File: src/rtl/note_track_engine.sv
`default_nettype none
// ============================================================================
// note_track_engine : four-lane scrolling note bitmaps with hit/miss judging,
//                     saturating score and combo. Optional macro: NOTE_ENGINE_PAUSE_EN
// Revision: 1.0
// ============================================================================
module note_track_engine #(
  parameter int ROWS     = 480,
  parameter int TICK_DIV = 250000,
  parameter int NOTE_LEN = 20,
  parameter int JUDGE_LO = 420,
  parameter int PERF_LO  = 435,
  parameter int PERF_HI  = 455
) (
  input  logic            clk,
  input  logic            rst,
`ifdef NOTE_ENGINE_PAUSE_EN
  input  logic            pause,
`endif
  input  logic            spawn_valid,
  input  logic [3:0]      spawn_lanes,
  output logic            spawn_ready,
  input  logic            key0,
  input  logic            key1,
  input  logic            key2,
  input  logic            key3,
  output logic [ROWS-1:0] track0,
  output logic [ROWS-1:0] track1,
  output logic [ROWS-1:0] track2,
  output logic [ROWS-1:0] track3,
  output logic [3:0]      hit_pulse,
  output logic [3:0]      miss_pulse,
  output logic [15:0]     score,
  output logic [9:0]      combo
);

  localparam int TW = $clog2(TICK_DIV);
  localparam int EW = $clog2(NOTE_LEN + 2);

  localparam logic [TW-1:0]   c_tick_last = TW'(TICK_DIV - 1);
  localparam logic [EW-1:0]   c_emit_full = EW'(NOTE_LEN + 1);
  localparam logic [ROWS-1:0] c_win_mask  = {ROWS{1'b1}} << JUDGE_LO;
  localparam logic [ROWS-1:0] c_perf_mask = ({ROWS{1'b1}} << PERF_LO) &
                                            ({ROWS{1'b1}} >> (ROWS - 1 - PERF_HI));

  logic [TW-1:0]   tick_cnt_q, tick_cnt_d;
  logic [EW-1:0]   emit_cnt_q [4];
  logic [EW-1:0]   emit_cnt_d [4];
  logic [ROWS-1:0] track_q [4];
  logic [ROWS-1:0] track_d [4];
  logic [3:0]      key_q;
  logic [3:0]      hit_q, hit_d;
  logic [3:0]      miss_q, miss_d;
  logic [15:0]     score_q, score_d;
  logic [9:0]      combo_q, combo_d;

  logic            w_run;
  logic            w_tick;
  logic            w_handshake;
  logic [3:0]      w_keys;
  logic [3:0]      w_perf;
  logic [10:0]     w_pts;
  logic [2:0]      w_nhits;
  logic [16:0]     w_score_sum;
  logic [10:0]     w_combo_sum;

`ifdef NOTE_ENGINE_PAUSE_EN
  assign w_run = ~pause;
`else
  assign w_run = 1'b1;
`endif

  assign w_keys      = {key3, key2, key1, key0};
  assign w_tick      = w_run && (tick_cnt_q == c_tick_last);
  assign spawn_ready = w_run && (emit_cnt_q[0] == '0) && (emit_cnt_q[1] == '0) &&
                       (emit_cnt_q[2] == '0) && (emit_cnt_q[3] == '0);
  assign w_handshake = spawn_valid && spawn_ready;

  always_comb begin
    tick_cnt_d = tick_cnt_q;
    if (w_run) tick_cnt_d = w_tick ? '0 : tick_cnt_q + TW'(1);
  end

  for (genvar n = 0; n < 4; n++) begin : g_lane
    logic [ROWS-1:0] w_shift;
    logic            w_edge;

    always_comb begin
      w_shift = track_q[n];
      if (w_tick) w_shift = {track_q[n][ROWS-2:0], (emit_cnt_q[n] > EW'(1))};
    end

    assign w_edge    = w_keys[n] & ~key_q[n] & w_run;
    assign hit_d[n]  = w_edge & (|(track_q[n] & c_win_mask));
    assign w_perf[n] = hit_d[n] & (|(track_q[n] & c_perf_mask));
    // The window clear lands on the already-shifted bitmap.
    assign track_d[n] = hit_d[n] ? (w_shift & ~c_win_mask) : w_shift;
    assign miss_d[n]  = w_tick & track_d[n][ROWS-1] & ~track_q[n][ROWS-1];

    assign emit_cnt_d[n] = (w_handshake && spawn_lanes[n]) ? c_emit_full :
                           (w_tick && (emit_cnt_q[n] != '0)) ? emit_cnt_q[n] - EW'(1) :
                           emit_cnt_q[n];
  end

  always_comb begin
    w_pts   = '0;
    w_nhits = '0;
    for (int n = 0; n < 4; n++) begin
      if (hit_d[n]) begin
        w_nhits = w_nhits + 3'd1;
        w_pts   = w_pts + (w_perf[n] ? 11'd300 : 11'd100);
      end
    end
    w_score_sum = {1'b0, score_q} + {6'd0, w_pts};
    score_d     = w_score_sum[16] ? 16'hFFFF : w_score_sum[15:0];
    w_combo_sum = ((|miss_d) ? 11'd0 : {1'b0, combo_q}) + {8'd0, w_nhits};
    combo_d     = (w_combo_sum > 11'd1023) ? 10'h3FF : w_combo_sum[9:0];
  end

  always_ff @(posedge clk) begin
    if (rst) begin
      tick_cnt_q <= '0;
      key_q      <= 4'b1111;
      hit_q      <= '0;
      miss_q     <= '0;
      score_q    <= '0;
      combo_q    <= '0;
      for (int n = 0; n < 4; n++) begin
        emit_cnt_q[n] <= '0;
        track_q[n]    <= '0;
      end
    end else begin
      tick_cnt_q <= tick_cnt_d;
      key_q      <= w_keys;
      hit_q      <= hit_d;
      miss_q     <= miss_d;
      score_q    <= score_d;
      combo_q    <= combo_d;
      for (int n = 0; n < 4; n++) begin
        emit_cnt_q[n] <= emit_cnt_d[n];
        track_q[n]    <= track_d[n];
      end
    end
  end

  assign track0     = track_q[0];
  assign track1     = track_q[1];
  assign track2     = track_q[2];
  assign track3     = track_q[3];
  assign hit_pulse  = hit_q;
  assign miss_pulse = miss_q;
  assign score      = score_q;
  assign combo      = combo_q;

endmodule
`default_nettype wire
File: config.mk
export PLATFORM = sky130hd
export DESIGN_NAME = note_track_engine
export DESIGN_NICKNAME = d
export VERILOG_FILES = /design/src/rtl/note_track_engine.sv
export SDC_FILE = /design/constraint.sdc
export NUM_CORES = 2
export LEC_CHECK = 0
export ABC_CLOCK_PERIOD_IN_PS = 7790
export CAP_MARGIN = 40
export CORE_AREA = 2 2 757 759
export DETAILED_ROUTE_END_ITERATION = 8
export DIE_AREA = 0 0 759 761
export PLACE_DENSITY = 0.41
export SKIP_LAST_GASP = 1
export SYNTH_ARGS = -nofsm -noshare
export SYNTH_HDL_FRONTEND = slang
export SYNTH_SLANG_ARGS = --single-unit
export TNS_END_PERCENT = 100
File: constraint.sdc
create_clock -name clk -period 7.79 [get_ports clk]
set_input_delay 0.779 -clock clk [delete_from_list [all_inputs] [get_ports clk]]
set_output_delay 0.779 -clock clk [all_outputs]
set_load 0.02 [all_outputs]
=== After elaboration in Yosys (flattened, before gate mapping) ===
Memory sizes are Yosys's and may differ from the RTL's.
Index checks and enable logic that the tools add are counted.

* Order comparisons: 5
* Add/sub/neg operators: 13
* Eq/ne operators: 1
* Reductions and logical operators: 30
* Bitwise operators: 36
* Mux-type cells: 42

{| class="wikitable"
|+ Operators with widths
! kind !! count
|-
| $mux 480 || 12
|-
| $reduce_or 60->1 || 4
|-
| $reduce_or 21->1 || 4
|-
| $mux 5 || 12
|-
| $mux 11 || 4
|-
| $mux 9 || 4
|-
| $add 11x9->11 || 3
|-
| $and 1x1->1 || 20
|-
| $gt 5x1->1 const B || 4
|-
| $logic_not 5->1 || 4
|-
| $mux 10 || 2
|-
| $reduce_bool 5->1 || 4
|-
| $sub 5x1->5 const B || 4
|-
| $add 18x1->18 const B || 1
|-
| $eq 18x18->1 const B || 1
|-
| $add 16x11->17 || 1
|-
| $mux 16 || 1
|-
| $logic_and 1x1->1 || 12
|-
| $add 10x3->11 || 1
|-
| $gt 11x10->1 const B || 1
|-
| $mux 3 || 3
|-
| $not 1->1 || 8
|-
| $or 1x1->1 || 8
|-
| $add 3x1->3 const B || 2
|-
| other kinds (4) || 7
|}

* Output and inout port bits: 1955
* Memories kept: 2
* Bits in registers: 56
* Memory bits (writable): 1940
* Input port bits: 11

{| class="wikitable"
|+ Memories
! memory !! words !! width !! read ports !! clocked after memory_dff !! write ports !! line !! RTL
|-
| track_q || 4 || 480 || 4 || 0 || 4 || 49 || <nowiki>logic [ROWS-1:0] track_q [4];</nowiki>
|-
| emit_cnt_q || 4 || 5 || 4 || 0 || 4 || 47 || <nowiki>logic [EW-1:0] emit_cnt_q [4];</nowiki>
|}

=== Depth between registers and ports, before layout ===
* Depth after elaboration: 14
* Mapped depth: 29
* Mapped depth without buffers: 25

=== Least setup slack after synthesis ===
No wires, ideal clock.

* Path type: reg2reg
* Start: memory track_q[1][440]
* End: register score_q[0], in the netlist score[0]
* Cell stages (with the launch flop): 25
* Setup slack: 2.234 ns
* Period minus slack after synthesis: 5.556 ns
* Path buffers: 4
* Arrival: 5.486 ns
* Cell sequence: dfxtp_1 nor4_1 nand4_1 nor4_4 nor2b_1 buf_6 inv_1 ha_1 clkbuf_1 inv_1 fa_1 a21oi_1 fa_1 a221oi_2 o21ai_0 and4b_1 xor2_1 ha_1 buf_1 nand3_1 o21ai_0 nand2_1 or2_2 clkbuf_1 a21oi_1

{| class="wikitable"
|+ RTL lines
! item !! line !! RTL
|-
| start, declared || 49 ||
|-
| end signal, assigned || 137 || <nowiki>score_q <= score_d;</nowiki>
|-
| end, declared || 54 || <nowiki>logic [15:0] score_q, score_d;</nowiki>
|}

==> insert_results.sql <==
INSERT INTO impl_metrics (metric_group, metric, value, unit) VALUES
('worst_setup_path', 'sum_of_buffers_and_inverters_on_the_critical_path', '2', ''),
('place', 'gp_routability_congestion', '0.8029', ''),
('synth', 'syn-cell-area', '69900', 'µm²'),
('synth', 'synth.net_count', '8994', ''),
('worst_setup_path', 'critical_path_startpoint_category', 'flip-flop', ''),
('worst_setup_path', 'rr_worst_depth', '22', ''),
('timing', 'grt_setup_unrepaired', 'no', ''),
('timing', 'total_negative_slack_for_setup_checks', '0', 'ps'),
('worst_setup_path', 'critPathRequiredTime', '8640', 'ps'),
('floorplanning', 'design.core.area', '570400', 'µm²'),
('synth', 'syn_inst', '8947', ''),
('synth', 'synth_enable_flop_cells', '0', ''),
('worst_setup_path', 'crit_chain', 'nor4_1, nand4_1, nor4_4, nor2b_1, inv_1, ha_1, inv_1, fa_1, a21oi_1, ha_1, o2bb2ai_1, a211o_1, a31oi_1, o21ai_0, xor2_1, ha_1, a21oi_1, o21ba_2, o21ai_0, nand2_1, or2_2, a41oi_1', ''),
('grt', 'largest_net_degree_at_the_start_of_global_routing', '199', ''),
('worst_setup_path', 'r2r_slack', '1260', 'ps'),
('pwr', 'worst_ir_drop_vdd', '0.1541', 'mV'),
('worst_setup_path', 'worst_path_most_repeated_cell', 'ha_1', ''),
('worst_setup_path', 'critical_path_arrival', '7380', 'ps'),
('place', 'placement.cell_area', '98150', 'µm²'),
('place', 'hpwl', '258200', 'µm'),
('synth', 'ys_dominant_reg_cell', 'dfxtp_1', ''),
('cts', 'buffers_from_clock_root_to_sink_at_most', '4', ''),
('detailed_routing', 'drt-wirelength-per-cell', '19.17', 'µm'),
('synth', 'synth.yosys.warnings', '0', ''),
('timing', 'timing.final.crit_period', '6534', 'ps'),
('pwr', 'power_per_cell_area', '214.6', 'nW/µm²'),
('detailed_routing', 'avgViaCountPerCell', '3.571', ''),
('place', 'placement.io_buffers', '1965', ''),
('cts', 'cts_inserted_buffers', '264', ''),
('timing', 'final-setup-viol-count', '0', ''),
('synth', 'async_flop_share', '0', '%'),
('outcome', 'run_status', 'finished, final reports clean', ''),
('timing', 'final.hold.worst_slack', '256.0', 'ps'),
('layout', 'layout-drive-gt1-share', '5.110', '%'),
('floorplanning', 'initial_utilization', '12.25', '%'),
('grt', 'initial_antenna_violation_count', '13', ''),
('worst_setup_path', 'regToRegStartpoint', 'track_q[1][478]$_SDFFE_PP0N_', ''),
('timing', 'fmaxAchievable', '153.1', 'MHz'),
('timing', 'fin_crit_sh', '83.87', '%'),
('place', 'dpl_worst_slack', '1044', 'ps'),
('worst_setup_path', 'crit_path_max_fanout', '12', ''),
('pwr', 'leak', '32.63', 'nW'),
('synth', 'synthDominantAreaCellType', 'dfxtp_1', ''),
('timing', 'worst_slew_margin_rel', '29.88', '%'),
('detailed_routing', 'ant_nets', '0', ''),
('layout', 'nNetsFinal', '10680', ''),
('detailed_routing', 'detail_route.first_pass.iterations', '5', ''),
('synth', 'ys_ff_latch', '1995', ''),
('timing', 'worst-slew-pin-transition', '1052', 'ps'),
('worst_hold_path', 'worstHoldPathType', 'in2reg', ''),
('layout', 'layout-area-overhead-vs-synth', '52.75', '%'),
('worst_setup_path', 'critPathLaunch', 'track_q[1][478]$_SDFFE_PP0N_', ''),
('cts', 'number_of_levels_in_the_clock_h_tree', '5', ''),
('layout', 'final_util', '18.72', '%'),
('grt', 'grt.overflow.total', '0', ''),
('cts', 'cts.hold.buffers_added', '0', ''),
('floorplanning', 'die_span_in_y', '761', 'µm'),
('worst_setup_path', 'worstSetupEndpointType', 'flip-flop', ''),
('grt', 'grt.total_usage', '11.48', '%'),
('synth', 'mean_cell_area_of_the_mapped_netlist', '7.813', 'µm²'),
('worst_setup_path', 'r2r-end', 'score[11]$_SDFF_PP0_', ''),
('worst_hold_path', 'timing.hold.worst.start', 'rst', ''),
('cts', 'clkTransAtPathRegs', '60', 'ps'),
('floorplanning', 'standard_cell_rows', '278', ''),
('worst_hold_path', 'whs_endpoint', 'combo[2]$_SDFF_PP0_', ''),
('worst_setup_path', 'cpMaxStageDelayCell', 'nand4_1', ''),
('synth', 'synth_area_leaders', 'dfxtp_1 (57%), nand2_1 (21%), a21oi_1 (14%), clkbuf_1 (3.4%), ha_1 (0.57%)', ''),
('flow_run', 'cap_violations', '0', ''),
('worst_setup_path', 'critPathKind', 'reg2reg', ''),
('detailed_routing', 'routed-via-count', '65650', ''),
('grt', 'first_global_vias', '62740', '');
==> routing by layer <==
layer	part of all wire (%)	vias up	global-route usage (%)
li1	-	32360	-
met1	40	31060	13.05
met2	48	1851	19.71
met3	9.2	380	4.854
met4	2.7	0	2.959
met5	0	-	0
==> cell families after synthesis <==
family	after synthesis	share of synthesized area [%]
AOI/OAI and AO/OA	2034	14.81
DFF	1995	57.14
and+or+nand+nor	4130	22.85
adders and majority gates	36	0.6873
buffers and inverters	694	3.771
muxes	7	0.1056
xor gates and xnor gates	51	0.6390
==> layout make-up <==
class | instances | area, µm²
sequential | 1995 | 39940
fill | 64140 | 463700
multi-input combinational | 6258 | 27420
inverter | 35 | 131.4
tap | 7560 | 9459
timing repair buffer | 2080 | 21220
clock buffer | 381 | 7724
clock inverter | 73 | 875.8
antenna | 3 | 7.507
==> synth_stat cells, drive strengths merged (4+ instances only) <==
library cell	count
o211ai	4
ha	32
xor2	24
nor2	63
or2	10
a21o	5
o21ai	16
dfxtp	1995
fa	4
and3	10
nand3	19
nor4	62
nand2b	10
nor3	33
a21oi	1972
nand4	19
inv	35
nand2	3878
a31oi	4
xnor2	27
clkbuf	641
mux2i	4
a211oi	5
o21bai	7
and2	8
nor2b	4
buf	18
==> where the power goes <==
| group | internal [mW] | leakage, nW | switching, mW |
|---|---|---|---|
| sequential | 10.2 | 16.1 | 0.0227 |
| clock | 7.15 | 4.22 | 5.11 |
| combinational | 0.102 | 12.3 | 0.304 |
| total | 17.5 | 32.6 | 5.44 |
==> stage by stage <==
step                std cells  power (mW)
floorplan                8947       10.73
global placement        17900       10.88
detailed placement      17930       10.89
CTS                     18380       23.48
global route            18380       23.87
finish                  18390       22.92
==> state kept, by name (all words and copies together) (netlist names) <==
signal      count
combo          10
hit_pulse       4
track_q      1920
key_q           4
miss_pulse      4
tick_cnt_q     18
score          15
emit_cnt_q     20
==> worst max path at each step <==
stage,to
6_report,score[11]$_SDFF_PP0_
2_1_floorplan,score[0]$_SDFFE_PP0P_
4_1_cts,score[11]$_SDFF_PP0_
5_1_grt,score[11]$_SDFF_PP0_
3_3_place_gp,score[11]$_SDFF_PP0_
3_5_place_dp,score[11]$_SDFF_PP0_
==> cells in the final DEF (no fill, tap or decap), types with 10 or more instances in the layout <==
| cell type | n |
|---|---|
| a21oi_1 | 1972 |
| and3_1 | 10 |
| buf_12 | 26 |
| buf_16 | 15 |
| buf_4 | 64 |
| clkbuf_1 | 56 |
| clkbuf_16 | 270 |
| clkbuf_8 | 55 |
| clkdlybuf4s50_1 | 1963 |
| clkinv_2 | 30 |
| dfxtp_1 | 1995 |
| ha_1 | 32 |
| inv_1 | 35 |
| inv_6 | 11 |
| nand2_1 | 3876 |
| nand2b_1 | 10 |
| nand3_1 | 19 |
| nand4_1 | 19 |
| nor2_1 | 62 |
| nor3_1 | 30 |
| nor4_1 | 52 |
| o21ai_0 | 15 |
| xnor2_1 | 27 |
| xor2_1 | 24 |
(Power assumes the default switching activity.)
